===== src/rtl/spi_loader_pkg.sv =====
// Shared definitions for the SPI state-control loader: default geometry,
// FSM state encodings and the state-control word layout used by the state handler.
package spi_loader_pkg;

  localparam int unsigned WIDTH_DEF = 32;
  localparam int unsigned HALF_DEF  = 1;
  localparam int unsigned GAP_DEF   = 2;

  localparam int unsigned STATE_W = 3;

  typedef logic [STATE_W-1:0] state_t;

  localparam logic [2:0] ST_IDLE     = 3'd0;
  localparam logic [2:0] ST_SHIFT_LO = 3'd1;
  localparam logic [2:0] ST_SHIFT_HI = 3'd2;
  localparam logic [2:0] ST_TRAIL    = 3'd3;
  localparam logic [2:0] ST_GAP      = 3'd4;

  // Field offsets inside a state-control word, shared with the state handler.
  localparam int unsigned SAMPLING_LSB    = 0;
  localparam int unsigned SAMPLING_W      = 2;
  localparam int unsigned TRANSMITTER_BIT = 2;
  localparam int unsigned FREQUENCY_LSB   = 3;
  localparam int unsigned FREQUENCY_W     = 2;
  localparam int unsigned TRIGGER_BIT     = 5;
  localparam int unsigned OUT_IF_LSB      = 6;
  localparam int unsigned OUT_IF_W        = 2;
  localparam int unsigned MEASURE_BIT     = 8;
  localparam int unsigned RETRANSMIT_BIT  = 9;
  localparam int unsigned DURATION_LSB    = 16;
  localparam int unsigned DURATION_W      = 4;

  typedef struct packed {
    logic [11:0] rsvd_hi;
    logic [3:0]  duration;
    logic [5:0]  rsvd_mid;
    logic        retransmit;
    logic        measure;
    logic [1:0]  out_if;
    logic        trigger;
    logic [1:0]  frequency;
    logic        transmitter;
    logic [1:0]  sampling;
  } state_ctrl_t;

  // Assemble a state-control word from its individual fields.
  function automatic logic [31:0] make_ctrl_word(
    input logic [3:0] duration,
    input logic       retransmit,
    input logic       measure,
    input logic [1:0] out_if,
    input logic       trigger,
    input logic [1:0] frequency,
    input logic       transmitter,
    input logic [1:0] sampling
  );
    state_ctrl_t c;
    c             = '0;
    c.duration    = duration;
    c.retransmit  = retransmit;
    c.measure     = measure;
    c.out_if      = out_if;
    c.trigger     = trigger;
    c.frequency   = frequency;
    c.transmitter = transmitter;
    c.sampling    = sampling;
    return c;
  endfunction

endpackage


===== src/rtl/spi_state_loader_shift.sv =====
// Parallel-load, MSB-first shift-out register; transmit counterpart of the
// state handler's shift-in register. Zeros are shifted in behind the data.
module shift_out_register
  import spi_loader_pkg::*;
#(
  parameter int unsigned WIDTH = WIDTH_DEF
) (
  input  logic             clk_i,
  input  logic             rst_i,
  input  logic             load_i,
  input  logic [WIDTH-1:0] data_i,
  input  logic             shift_i,
  output logic             msb_o
);

  logic [WIDTH-1:0] sreg_q;
  logic [WIDTH-1:0] sreg_d;

  always_comb begin
    sreg_d = sreg_q;
    if (load_i) begin
      sreg_d = data_i;
    end else if (shift_i) begin
      sreg_d = sreg_q << 1;
    end
  end

  always_ff @(posedge clk_i) begin
    if (rst_i) begin
      sreg_q <= '0;
    end else begin
      sreg_q <= sreg_d;
    end
  end

  assign msb_o = sreg_q[WIDTH-1];

endmodule


===== src/rtl/spi_state_loader.sv =====
// SPI master loading state-control words into the state handler's config FIFO;
// holds ctr_enable low for a load session and releases it after the last word.
module spi_state_loader
  import spi_loader_pkg::*;
#(
  parameter int unsigned WIDTH = WIDTH_DEF,
  parameter int unsigned HALF  = HALF_DEF,
  parameter int unsigned GAP   = GAP_DEF
) (
  input  logic             mainclk,
  input  logic             reset,
  input  logic [WIDTH-1:0] wordIn,
  input  logic             wordValid,
  input  logic             wordLast,
  output logic             wordReady,
  output logic             busy,
  output logic [7:0]       wordsSent,
  output logic             spi_sclk,
  output logic             spi_mosi,
  output logic             spi_cs,
  output logic             ctr_enable
);

  localparam int unsigned CNT_MAX = (HALF > GAP) ? HALF : GAP;
  localparam int unsigned CNT_W   = $clog2(CNT_MAX + 1);
  localparam int unsigned BIT_W   = (WIDTH > 1) ? $clog2(WIDTH) : 1;

  localparam logic [CNT_W-1:0] HALF_LAST = CNT_W'(HALF - 1);
  localparam logic [CNT_W-1:0] GAP_LAST  = CNT_W'(GAP - 1);
  localparam logic [BIT_W-1:0] BIT_LAST  = BIT_W'(WIDTH - 1);

  state_t           state_q, state_d;
  logic [CNT_W-1:0] half_q, half_d;
  logic [BIT_W-1:0] bit_q, bit_d;
  logic             last_q, last_d;
  logic [7:0]       sent_q, sent_d;
  logic             cen_q, cen_d;
  logic             sclk_q, sclk_d;
  logic             cs_q, cs_d;
  logic             busy_q, busy_d;
  logic             ready_q, ready_d;

  logic             accept_c;
  logic             load_c;
  logic             shift_c;
  logic             mosi_c;

  assign accept_c = wordValid && ready_q && (state_q == ST_IDLE);

  // Next-state, counters and session bookkeeping; outputs decode the next state
  // so every pin is a flop that changes together with the state.
  always_comb begin
    state_d = state_q;
    half_d  = half_q;
    bit_d   = bit_q;
    last_d  = last_q;
    sent_d  = sent_q;
    cen_d   = cen_q;
    load_c  = 1'b0;
    shift_c = 1'b0;

    case (state_q)
      ST_IDLE: begin
        if (accept_c) begin
          state_d = ST_SHIFT_LO;
          half_d  = '0;
          bit_d   = '0;
          last_d  = wordLast;
          load_c  = 1'b1;
          cen_d   = 1'b0;
          if (cen_q) begin
            sent_d = '0;
          end
        end
      end
      ST_SHIFT_LO: begin
        if (half_q == HALF_LAST) begin
          state_d = ST_SHIFT_HI;
          half_d  = '0;
        end else begin
          half_d = half_q + CNT_W'(1);
        end
      end
      ST_SHIFT_HI: begin
        if (half_q == HALF_LAST) begin
          half_d = '0;
          if (bit_q == BIT_LAST) begin
            state_d = ST_TRAIL;
          end else begin
            state_d = ST_SHIFT_LO;
            bit_d   = bit_q + BIT_W'(1);
            shift_c = 1'b1;
          end
        end else begin
          half_d = half_q + CNT_W'(1);
        end
      end
      ST_TRAIL: begin
        if (half_q == HALF_LAST) begin
          state_d = ST_GAP;
          half_d  = '0;
        end else begin
          half_d = half_q + CNT_W'(1);
        end
      end
      ST_GAP: begin
        if (half_q == GAP_LAST) begin
          state_d = ST_IDLE;
          half_d  = '0;
          sent_d  = sent_q + 8'd1;
          if (last_q) begin
            cen_d = 1'b1;
          end
        end else begin
          half_d = half_q + CNT_W'(1);
        end
      end
      default: begin
        state_d = ST_IDLE;
        half_d  = '0;
        bit_d   = '0;
      end
    endcase

    sclk_d  = (state_d == ST_SHIFT_HI);
    cs_d    = !((state_d == ST_SHIFT_LO) || (state_d == ST_SHIFT_HI) ||
                (state_d == ST_TRAIL));
    busy_d  = (state_d != ST_IDLE);
    ready_d = (state_d == ST_IDLE);
  end

  always_ff @(posedge mainclk) begin
    if (reset) begin
      state_q <= ST_IDLE;
      half_q  <= '0;
      bit_q   <= '0;
      last_q  <= 1'b0;
      sent_q  <= '0;
      cen_q   <= 1'b1;
      sclk_q  <= 1'b0;
      cs_q    <= 1'b1;
      busy_q  <= 1'b0;
      ready_q <= 1'b0;
    end else begin
      state_q <= state_d;
      half_q  <= half_d;
      bit_q   <= bit_d;
      last_q  <= last_d;
      sent_q  <= sent_d;
      cen_q   <= cen_d;
      sclk_q  <= sclk_d;
      cs_q    <= cs_d;
      busy_q  <= busy_d;
      ready_q <= ready_d;
    end
  end

  // MOSI comes straight from the shift register MSB, which only moves as SCLK falls.
  shift_out_register #(
    .WIDTH (WIDTH)
  ) u_shift (
    .clk_i   (mainclk),
    .rst_i   (reset),
    .load_i  (load_c),
    .data_i  (wordIn),
    .shift_i (shift_c),
    .msb_o   (mosi_c)
  );

  assign wordReady  = ready_q;
  assign busy       = busy_q;
  assign wordsSent  = sent_q;
  assign spi_sclk   = sclk_q;
  assign spi_mosi   = mosi_c;
  assign spi_cs     = cs_q;
  assign ctr_enable = cen_q;

endmodule

===== config.mk =====
export PLATFORM = sky130hd
export DESIGN_NAME = spi_state_loader
export DESIGN_NICKNAME = d
export VERILOG_FILES = /design/src/rtl/spi_loader_pkg.sv /design/src/rtl/spi_state_loader_shift.sv /design/src/rtl/spi_state_loader.sv
export SDC_FILE = /design/constraint.sdc
export NUM_CORES = 1
export LEC_CHECK = 0
export ABC_AREA = 1
export CAP_MARGIN = 20
export CORE_ASPECT_RATIO = 1.4
export CORE_UTILIZATION = 40
export CTS_CLUSTER_SIZE = 25
export DETAILED_ROUTE_END_ITERATION = 8
export GPL_TIMING_DRIVEN = 0
export PLACE_DENSITY = 0.71
export SLEW_MARGIN = 40
export SYNTH_ARGS = -nofsm -noshare
export SYNTH_HDL_FRONTEND = slang
export SYNTH_SLANG_ARGS = --single-unit

===== constraint.sdc =====
create_clock -name mainclk -period 5 [get_ports mainclk]
set_input_delay 0.75 -clock mainclk [delete_from_list [all_inputs] [get_ports mainclk]]
set_output_delay 0.75 -clock mainclk [all_outputs]
set_load 0.03 [all_outputs]

=== Word level (Yosys, flattened, before mapping) ===
Index checks and enable logic that the tools add are counted.

* Bitwise operators: 1
* Reductions and logical operators: 17
* Add/subtract/negate cells: 3
* Multiplexer cells: 30
* Equality and inequality tests: 15

{| class="wikitable"
|+ Operator list
! kind !! number
|-
| $mux W32 || 2
|-
| $mux W8 || 3
|-
| $pmux W8 S2 || 1
|-
| $mux W3 || 5
|-
| $mux W5 || 3
|-
| $pmux W3 S5 || 1
|-
| $pmux W5 S3 || 1
|-
| $eq A3 B2 Y1 const B || 4
|-
| $ne A2 B2 Y1 const B || 6
|-
| $reduce_and A4 Y1 || 3
|-
| $add A8 B1 Y8 const B || 1
|-
| $mux W1 || 8
|-
| $mux W2 || 4
|-
| $eq A3 B1 Y1 const B || 2
|-
| $logic_not A3 Y1 || 2
|-
| $pmux W2 S3 || 1
|-
| $reduce_or A3 Y1 || 2
|-
| $add A5 B1 Y5 const B || 1
|-
| $eq A5 B5 Y1 const B || 1
|-
| $reduce_bool A2 Y1 || 2
|-
| $eq A3 B3 Y1 const B || 1
|-
| $reduce_bool A3 Y1 || 1
|-
| $add A2 B1 Y2 const B || 1
|-
| $eq A2 B1 Y1 const B || 1
|-
| 7 further kinds || 9
|}

* Output and inout port bits: 14
* Flip-flop bits (word level): 56
* Logic and storage cells: 77
* Input bits: 36

=== Logic depth before layout (Yosys ltp) ===
Gate-level depths: netlist of run 1.

* Word-level depth: 8
* Depth in mapped cells: 13
* Depth with buffers taken out: 12

=== Modules after synthesis ===
A second synthesis of run 1 with hierarchy kept.

* Cell total of the unflattened synthesis: 424
* Area, all modules: 2800.2 sq um

{| class="wikitable"
|+ Modules (own cells, without submodules)
! module !! area an instance (sq um) !! instances !! cells an instance !! sequential area each (sq um)
|-
| shift_out_register || 1566.5 || 1 || 242 || 640.6
|-
| spi_state_loader || 1233.7 || 1 || 182 || 480.5
|}

=== Least setup slack after synthesis of run 1 ===
Ideal clock, no wire load.

* Path type: in2reg
* Start: in wordValid
* End: reg bit_q[2]
* Library setup time: 0.071 ns
* Buffers on the path: 0
* Cell stages on the path: 6
* Setup slack: 3.331 ns
* Data required time: 4.929 ns
* Arrival: 1.599 ns
* Cell sequence: nand2_1 > o21ai_0 > nand3_1 > inv_1 > nand2_1 > a21oi_1

* Cells in the longest elaborated chain, start to end: 4

{| class="wikitable"
|+ RTL lines
! item !! line !! source
|-
| start, declared || spi_state_loader.sv:13 || <nowiki>input logic wordValid,</nowiki>
|-
| $logic_and A1 B1 Y1 (2 in a row) || spi_state_loader.sv:48 || <nowiki>assign accept_c = wordValid && ready_q && (state_q == ST_IDLE);</nowiki>
|-
| $ne A2 B2 Y1 (no source line) || -- ||
|-
| $reduce_and A4 Y1 (no source line) || -- ||
|-
| end signal, assigned || spi_state_loader.sv:147 || <nowiki>bit_q <= bit_d;</nowiki>
|-
| end, declared || spi_state_loader.sv:34 || <nowiki>logic [BIT_W-1:0] bit_q, bit_d;</nowiki>
|}

Every way passes these cells.
A chain may end at the register's enable or synchronous reset.

=== Worst setup path in the final report of run 1 ===
* Start: reg sent_q[0], in the netlist wordsSent[0]
* End: out wordsSent[0]

{| class="wikitable"
|+ RTL lines
! item !! line !! source
|-
| start, declared || spi_state_loader.sv:36 || <nowiki>logic [7:0] sent_q, sent_d;</nowiki>
|-
| start signal, assigned || spi_state_loader.sv:149 || <nowiki>sent_q <= sent_d;</nowiki>
|-
| end, declared || spi_state_loader.sv:17 || <nowiki>output logic [7:0] wordsSent,</nowiki>
|}

No word-level cell between the ends.

==> impl_metrics.yaml, run 1 <==
clock_network:
  clk_latency_ps: 320
  tritoncts: "built"
  path_clk_slew_ps: 90
  cts.sinks: 56
  cts_hold_buf: 0
  cts_resized: 0
  clockBufferDepth: 2
  cts_setup_buffers: 0
  cts_buffers: 5
  htreeDepth: 2
  cts_root_buf: "clkbuf_8"
placement:
  postPlaceCellArea_sq_mm: 0.00346
  gp_congestion: 0.791
  dp.final_hpwl_mm: 4.65
  portBuffers: 49
synthesis:
  syn_nets: 452
  ys_seq_area_frac: 0.394
  synthCells: 410
  ys.warnings.count: 0
  synth_cell_type_count: 26
  synth-seq-cells: 56
  syn_area_sq_mm: 0.00285
  synth.avg_cell_area_sq_um: 6.95
timing:
  setup_viol: 0
  fmax_mhz: 460
  finClkSkew_ps: 6.43
  tightest_slew_ps: 514
  rsz0062_at_grt: "false"
  setup_tns_ps: 0
  final.period_utilization: 0.435
  period_minus_slack_ps: 2170
  slew_headroom: 0.657
  hold_violations: 0
  slew_viol_final: 0
  whs_ps: 479
power:
  intPower_mw: 0.846
  pwr-share-comb: 0.397
  p_per_area_mw_per_mm2: 384
  sw_frac_of_total: 0.380
  pwr-share-clk: 0.194
  vdd_drop_max_mv: 0.164
  p_switching_mw: 0.519
  seq_power_share: 0.409
  leakage_nw: 1.63
floorplanning:
  die_h_microns: 102
  rows: 36
  die_w_microns: 73.3
  start_util: 0.411
  core_area_sq_mm: 0.00694
  num_io_pins: 50
  die-area_sq_mm: 0.00747
route:
  ant_nets: 0
  drtIter0Drc: 105
  first_pass_iters: 4
  viasPerCell: 4.64
  vias: 2605
  route.detailed.drc: 0
  finalWirelength_mm: 6.17
  avgRoutedWirePerCell_microns: 11.0
setup_path:
  arrival_ps: 1420
  endpoint_kind: "output port"
  worstPathMaxFanout: 5
  critPathRequiredTime_ps: 4250
  slowest_stage: "clkdlybuf4s50_1"
  cp_top_family: "buffers and inverters"
  start_kind: "flip-flop"
  reg2reg_setup_slack_ps: 3080
  crit_chain: "clkdlybuf4s50_1"
  critPathBufInv: 1
  crit_type: "reg2out"
  max_stage_delay_ps: 700
final_layout:
  seq_area_sq_mm: 0.00112
  stdcell_area_sq_mm: 0.00355
  multiInputGateArea_sq_mm: 0.00144
  fin_util: 0.512
  fin_nets: 508
  drive_gt1_frac: 0.124
  fillerInstances: 754
  areaGrowthSynthToFinish_pct: 24.8
  num_antenna_cells: 0
grt:
  antenna_found_initial: 0
  grt_first_pass_wirelength_mm: 10.6
  grt_pass1_vias: 2415
  grt_use_total: 0.184
  grt_max_degree: 16
  overflow: 0
job:
  drv_cap: 0
run_status:
  outcome: "finished, final reports clean"
hold_path:
  hp-class: "reg2reg"
==> power groups by stage <==
| stage | registers, mW | clock network (mW) | logic [mW] |
|---|---|---|---|
| after floorplan | 0.599 | 0 | 0.360 |
| after detailed placement | 0.569 | 0 | 0.547 |
| after CTS | 0.559 | 0.275 | 0.550 |
| after global placement | 0.567 | 0 | 0.539 |
| final | 0.559 | 0.265 | 0.542 |
| after global routing | 0.567 | 0.288 | 0.612 |
==> cells in the mapped netlist (all sizes together) <==
cell type	instances	area (sq um)
nand2	164	648
dfxtp	56	1120
nor2	48	245
inv	45	169
nand3	30	160
a21oi	28	193
buf	11	113
ha	6	75.1
nand4	6	37.5
o21ai	5	25.0
clkbuf	3	11.3
a31oi	2	12.5
nor3	2	10.0
nand3b	1	7.51
nor3b	1	7.51
o211ai	1	7.51
or2	1	6.26
==> sequential cells by signal, summed over array words and instances, names as in the netlist <==
register and cells:
bit_q 5, wordsSent 8, last_q 1, spi_cs 1, wordReady 1, ctr_enable 1, busy 1, state_q 3
half_q 2, spi_sclk 1, u_shift.sreg_q 32
==> cell type report <==
type                       instances  area share
buffer                            14      0.0348
sequential                        56       0.315
timing repair buffer              49       0.138
clock buffer                       7      0.0271
tap                               95      0.0334
inverter                          45      0.0475
multi-input combinational        295       0.404
==> metrics by stage <==
step | setup slack [ps] | total power, mW | instances
after detailed placement | 2590 | 1.12 | 554
after floorplan | 3330 | 0.959 | 410
after global routing | 2700 | 1.47 | 561
final | 2830 | 1.37 | 561
after CTS | 2810 | 1.38 | 561
after global placement | 2640 | 1.11 | 554
==> placed cells by master, fill, tap and decap left out <==
| master | instances |
|---|---|
| nand3_1 | 28 |
| buf_4 | 3 |
| ha_1 | 6 |
| nand3_2 | 2 |
| nand2_1 | 153 |
| nand2_2 | 10 |
| nor3b_1 | 1 |
| nor3_1 | 2 |
| clkbuf_1 | 3 |
| nand2_4 | 1 |
| nor2_8 | 2 |
| o21ai_0 | 5 |
| inv_2 | 4 |
| nor2_4 | 3 |
| inv_1 | 41 |
| nor2_2 | 4 |
| nand4_1 | 6 |
| or2_0 | 1 |
| o211ai_1 | 1 |
| clkdlybuf4s50_1 | 49 |
| dfxtp_1 | 56 |
| a21oi_2 | 14 |
| nor2_1 | 39 |
| a31oi_1 | 2 |
| clkbuf_8 | 7 |
| nand3b_1 | 1 |
| buf_6 | 8 |
| a21oi_1 | 14 |
==> path summary, 6_finish.rpt <==
| path | startpoint | endpoint | cells after the start |
|---|---|---|---|
| max | wordsSent[0] | wordsSent[0] | 1 |
| min | u_shift.sreg_q[0] | u_shift.sreg_q[0] | 2 |
| max reg2reg | bit_q[0] | bit_q[3] | 11 |
| min reg2reg | u_shift.sreg_q[0] | u_shift.sreg_q[0] | 2 |
==> per-layer routing <==
| metal | vias up | wire, microns | global-route usage |
|---|---|---|---|
| li1 | 1389 | - | - |
| met1 | 1164 | 2600 | 0.200 |
| met2 | 41 | 3230 | 0.347 |
| met3 | 11 | 206 | 0.0325 |
| met4 | 0 | 136 | 0.0740 |
| met5 | - | 0 | 0 |
==> kinds of logic after synthesis <==
| kind of cell | after synthesis | share of synthesized area |
|---|---|---|
| AOI/OAI and AO/OA | 36 | 0.0834 |
| adders and majority gates | 6 | 0.0263 |
| buffers and inverters | 59 | 0.103 |
| DFF | 56 | 0.394 |
| and+or+nand+nor | 253 | 0.394 |
(Power assumes the default switching activity.)
==> inputs of run 2 (changes only) <==
clock period = 2.09 ns   (was 5 ns; I/O delays follow)
==> run 2 against run 1 <==
Compared with the run above: clock power rose by 140%; global-route usage unchanged; register-to-register slack worse by 2900 ps; first-iteration DRC count is 3.8% higher; via count increased by 0.23%; core utilization increased by 0.072 points; non-clock buffer count did not move; critical path depth up 10; final cell count is the same; total power rose by 140%; clock skew shrank 1.6 ps; highest routed layer unchanged.
==> impl_metrics.yaml, run 2 (synthesis results as in run 1) <==
final_layout:
  seq_area_sq_mm: 0.00112
  final_cell_mix: "nand2_1, dfxtp_1, clkdlybuf4s50_1"
  fin_nets: 508
  largest_reg_flops: 32
  drive_gt1_frac: 0.127
  mostFrequentLayoutCell: "nand2_1"
  fillerInstances: 754
  stdcell_area_sq_mm: 0.00356
  fin_util: 0.513
  multiInputGateArea_sq_mm: 0.00144
  num_antenna_cells: 0
  areaGrowthSynthToFinish_pct: 24.9
  regMostFlops: "u_shift.sreg_q"
grt:
  grt_max_degree: 16
  grt_pass1_vias: 2415
  grt_first_pass_wirelength_mm: 10.6
  antenna_found_initial: 0
  overflow: 0
  grt_use_total: 0.184
clock_network:
  cts_setup_buffers: 0
  clockBufferDepth: 2
  cts_root_buf: "clkbuf_8"
  cts.sinks: 56
  cts_hold_buf: 0
  tritoncts: "built"
  cts_buffers: 5
  htreeDepth: 2
  cts_resized: 0
  path_clk_slew_ps: 90
  clk_latency_ps: 320
floorplanning:
  start_util: 0.411
  die_w_microns: 73.3
  die-area_sq_mm: 0.00747
  rows: 36
  num_io_pins: 50
  die_h_microns: 102
  core_area_sq_mm: 0.00694
setup_path:
  crit_type: "reg2reg"
  reg2reg_setup_slack_ps: 210
  max_stage_delay_ps: 420
  endpoint_kind: "flip-flop"
  r2r_end: "bit_q[4]"
  worstPathMaxFanout: 6
  critPathRequiredTime_ps: 2280
  start_kind: "flip-flop"
  arrival_ps: 2060
  slowest_stage: "dfxtp_1"
  crit-reg2reg-launch: "bit_q[0]"
  path_common_cell: "nand2_1"
  crit_chain: "ha_1, nand2_1, nor2_1, ha_1, inv_1, nand2_1, nand3_1, nand3_2, inv_1, nand2_1, a21oi_1"
  rr_worst_depth: 11
hold_path:
  hold_end: "u_shift.sreg_q[0]"
  hold_depth: 2
  hp-class: "reg2reg"
  hp-start: "u_shift.sreg_q[0]"
power:
  p_per_area_mw_per_mm2: 921
  fin_total_pwr_mw: 3.28
  leakage_nw: 1.63
  vdd_drop_max_mv: 0.394
timing:
  hold_violations: 0
  period_minus_slack_ps: 1880
  slew_headroom: 0.653
  setup_tns_ps: 0
  whs_ps: 479
  fmax_mhz: 532
  setup_viol: 0
  slew_viol_final: 0
  finClkSkew_ps: 4.78
  final.period_utilization: 0.899
  tightest_slew_ps: 520
route:
  finalWirelength_mm: 6.25
  drtIter0Drc: 109
  route.detailed.drc: 0
  ant_nets: 0
  vias: 2611
  avgRoutedWirePerCell_microns: 11.1
  viasPerCell: 4.65
  first_pass_iters: 4
placement:
  portBuffers: 49
  gp_congestion: 0.791
  dp.final_hpwl_mm: 4.65
  postPlaceCellArea_sq_mm: 0.00346
job:
  drv_cap: 0
run_status:
  outcome: "finished, final reports clean"
-- run 2: cell types whose count changed in the layout (fill, tap and decap cells not counted) --
cell,previous run,this run
nand3_2,2,3
nand3_1,28,27
-- run 2: per-layer routing --
layer | share of wire | vias up | track usage
met5 | 0 | - | 0
met4 | 0.022 | 0 | 0.0740
met3 | 0.037 | 11 | 0.0325
met2 | 0.52 | 41 | 0.347
met1 | 0.42 | 1170 | 0.200
li1 | - | 1389 | -
-- run 2: power breakdown --
part | switching, mW | internal (mW) | leakage (nW)
combinational | 0.805 | 0.503 | 1.12
clock | 0.339 | 0.296 | 0.0503
sequential | 0.110 | 1.23 | 0.455
total | 1.25 | 2.03 | 1.63
-- run 2: critical path, delay by kind of cell, from the launching register on --
kind	cells	cell delay, ps
buf+inv	2	140
fa+ha+maj	2	350
simple gates	6	770
compound gates	1	50
flops	1	420
-- run 2: through the flow --
step	cells	worst slack (ps)
finish	561	211
global route	561	-25.4
CTS	561	125
detailed placement	554	113
global placement	554	168
floorplan	410	451
-- run 2: area by class of cell --
type / count / share of cell area
plain buffers: 14 / 0.0348
repair buffers: 49 / 0.138
well taps: 95 / 0.0334
clock buffers: 7 / 0.0271
flip-flops and latches: 56 / 0.315
multi-input cells: 295 / 0.405
inverters: 45 / 0.0475
-- run 2: worst max-delay path by stage --
stage                  start                  to  slack (ps)  cells past startpoint
global route        bit_q[0]            bit_q[4]         -30                     11
floorplan           bit_q[0]  u_shift.sreg_q[17]         450                     11
global placement       reset  u_shift.sreg_q[14]         170                      4
detailed placement     reset  u_shift.sreg_q[23]         110                      4
finish              bit_q[0]            bit_q[4]         210                     11
CTS                 bit_q[0]            bit_q[4]         130                     11
==> inputs of run 3 (changes only) <==
CORE_UTILIZATION = 50   (was 40)
PLACE_DENSITY = 0.84   (was 0.71)
==> run 3 against run 2 <==
Compared with the run above: worst setup slack worse by 24 ps; sequential share of layout area increased by 0.37 points; routed wire length shrank 1.2%; largest cell class unchanged; core utilization is 13 points higher; highest routed layer unchanged.
==> impl_metrics.yaml, run 3 (synthesis results as in run 1) <==
hold_path:
  hp-class: "reg2reg"
placement:
  portBuffers: 49
  gp_congestion: 0.853
  dp_slack_ps: 129
  dp.final_hpwl_mm: 4.64
floorplanning:
  die_w_microns: 65.8
  rows: 32
  start_util: 0.519
  core_area_sq_mm: 0.00549
  die-area_sq_mm: 0.00601
  die_h_microns: 91.3
  num_io_pins: 50
final_layout:
  regMostFlops: "u_shift.sreg_q"
  areaGrowthSynthToFinish_pct: 23.5
  num_antenna_cells: 0
  final_cell_mix: "nand2_1, dfxtp_1, clkdlybuf4s50_1"
  drive_gt1_frac: 0.126
  largest_reg_flops: 32
  mostFrequentLayoutCell: "nand2_1"
  fillerInstances: 504
  fin_util: 0.641
  fin_nets: 508
setup_path:
  crit_type: "reg2reg"
  endpoint_kind: "flip-flop"
  arrival_ps: 2080
  critPathBufInv: 2
  slowest_stage: "dfxtp_1"
  critPathRequiredTime_ps: 2270
  cp_top_family: "simple AND/OR/NAND/NOR gates"
  start_kind: "flip-flop"
  worstPathMaxFanout: 6
  path_common_cell: "nand2_1"
  crit_chain: "ha_1, nand2_1, nor2_1, ha_1, inv_1, nand2_1, nand3_1, nand3_2, inv_1, nand2_1, a21oi_1"
  max_stage_delay_ps: 430
route:
  vias: 2661
  viasPerCell: 4.97
  drtIter0Drc: 86
  finalWirelength_mm: 6.17
  first_pass_iters: 4
  route.detailed.drc: 0
  ant_nets: 0
  avgRoutedWirePerCell_microns: 11.5
clock_network:
  cts_buffers: 5
  cts.sinks: 56
  cts_hold_buf: 0
  clk_latency_ps: 320
  cts_setup_buffers: 0
  cts_root_buf: "clkbuf_8"
  cts_resized: 0
  tritoncts: "built"
  path_clk_slew_ps: 100
  clockBufferDepth: 2
  htreeDepth: 2
timing:
  slew_headroom: 0.645
  setup_viol: 0
  worst_slack_ps: 187
  hold_violations: 0
  setup_tns_ps: 0
  tightest_slew_ps: 532
  slew_viol_final: 0
  fmax_mhz: 525
  period_minus_slack_ps: 1900
  finClkSkew_ps: 9.12
  final.period_utilization: 0.911
  rsz0062_at_grt: "false"
grt:
  grt_use_total: 0.216
  antenna_found_initial: 0
  overflow: 0
  grt_pass1_vias: 2466
  grt_first_pass_wirelength_mm: 10.1
  grt_max_degree: 18
power:
  p_per_area_mw_per_mm2: 923
  vdd_drop_max_mv: 0.535
  leakage_nw: 1.62
job:
  drv_cap: 0
run_status:
  outcome: "finished, final reports clean"
## run 3: final timing paths
| path | end | cells past startpoint | slack [ps] | startpoint |
|---|---|---|---|---|
| setup / recovery | bit_q[2] | 11 | 190 | bit_q[0] |
| hold / removal | u_shift.sreg_q[0] | 2 | 480 | u_shift.sreg_q[0] |
| setup reg to reg | bit_q[2] | 11 | 190 | bit_q[0] |
| hold reg to reg | u_shift.sreg_q[0] | 2 | 480 | u_shift.sreg_q[0] |
## run 3: routing by layer
layer	global-route usage	vias to the layer above	routed length, microns
li1	-	1388	-
met1	0.230	1198	2570
met2	0.403	62	3270
met3	0.0339	13	203
met4	0.0888	0	123
met5	0	-	0
## run 3: power by group
part	leakage, nW	switching (mW)	internal (mW)
registers	0.455	0.113	1.23
logic	1.12	0.807	0.503
clock network	0.0414	0.358	0.239
total	1.62	1.28	1.97
## run 3: worst min-delay path: cells and delay by family (launching register included)
family,cells,cell delay [ps]
flops,1,330
simple gates,1,70
compound gates,1,40
## run 3: area by class of cell
| cell class | count | area [sq um] | area share |
|---|---|---|---|
| multi-input cells | 295 | 1440 | 0.409 |
| flip-flops and latches | 56 | 1120 | 0.319 |
| repair buffers | 49 | 490 | 0.139 |
| inverters | 45 | 169 | 0.0480 |
| plain buffers | 14 | 124 | 0.0352 |
| well taps | 68 | 85.1 | 0.0242 |
| clock buffers | 6 | 72.6 | 0.0206 |
| clock inverters | 2 | 16.3 | 0.00462 |
## run 3: metrics by stage
step	cells	total power [mW]	cell area, sq um	hold slack [ps]
2_1_floorplan	410	2.29	2850	444
3_3_place_gp	527	2.63	3420	456
3_5_place_dp	527	2.67	3420	462
4_1_cts	535	3.25	3510	479
5_1_grt	535	3.45	3520	502
6_report	535	3.25	3520	477
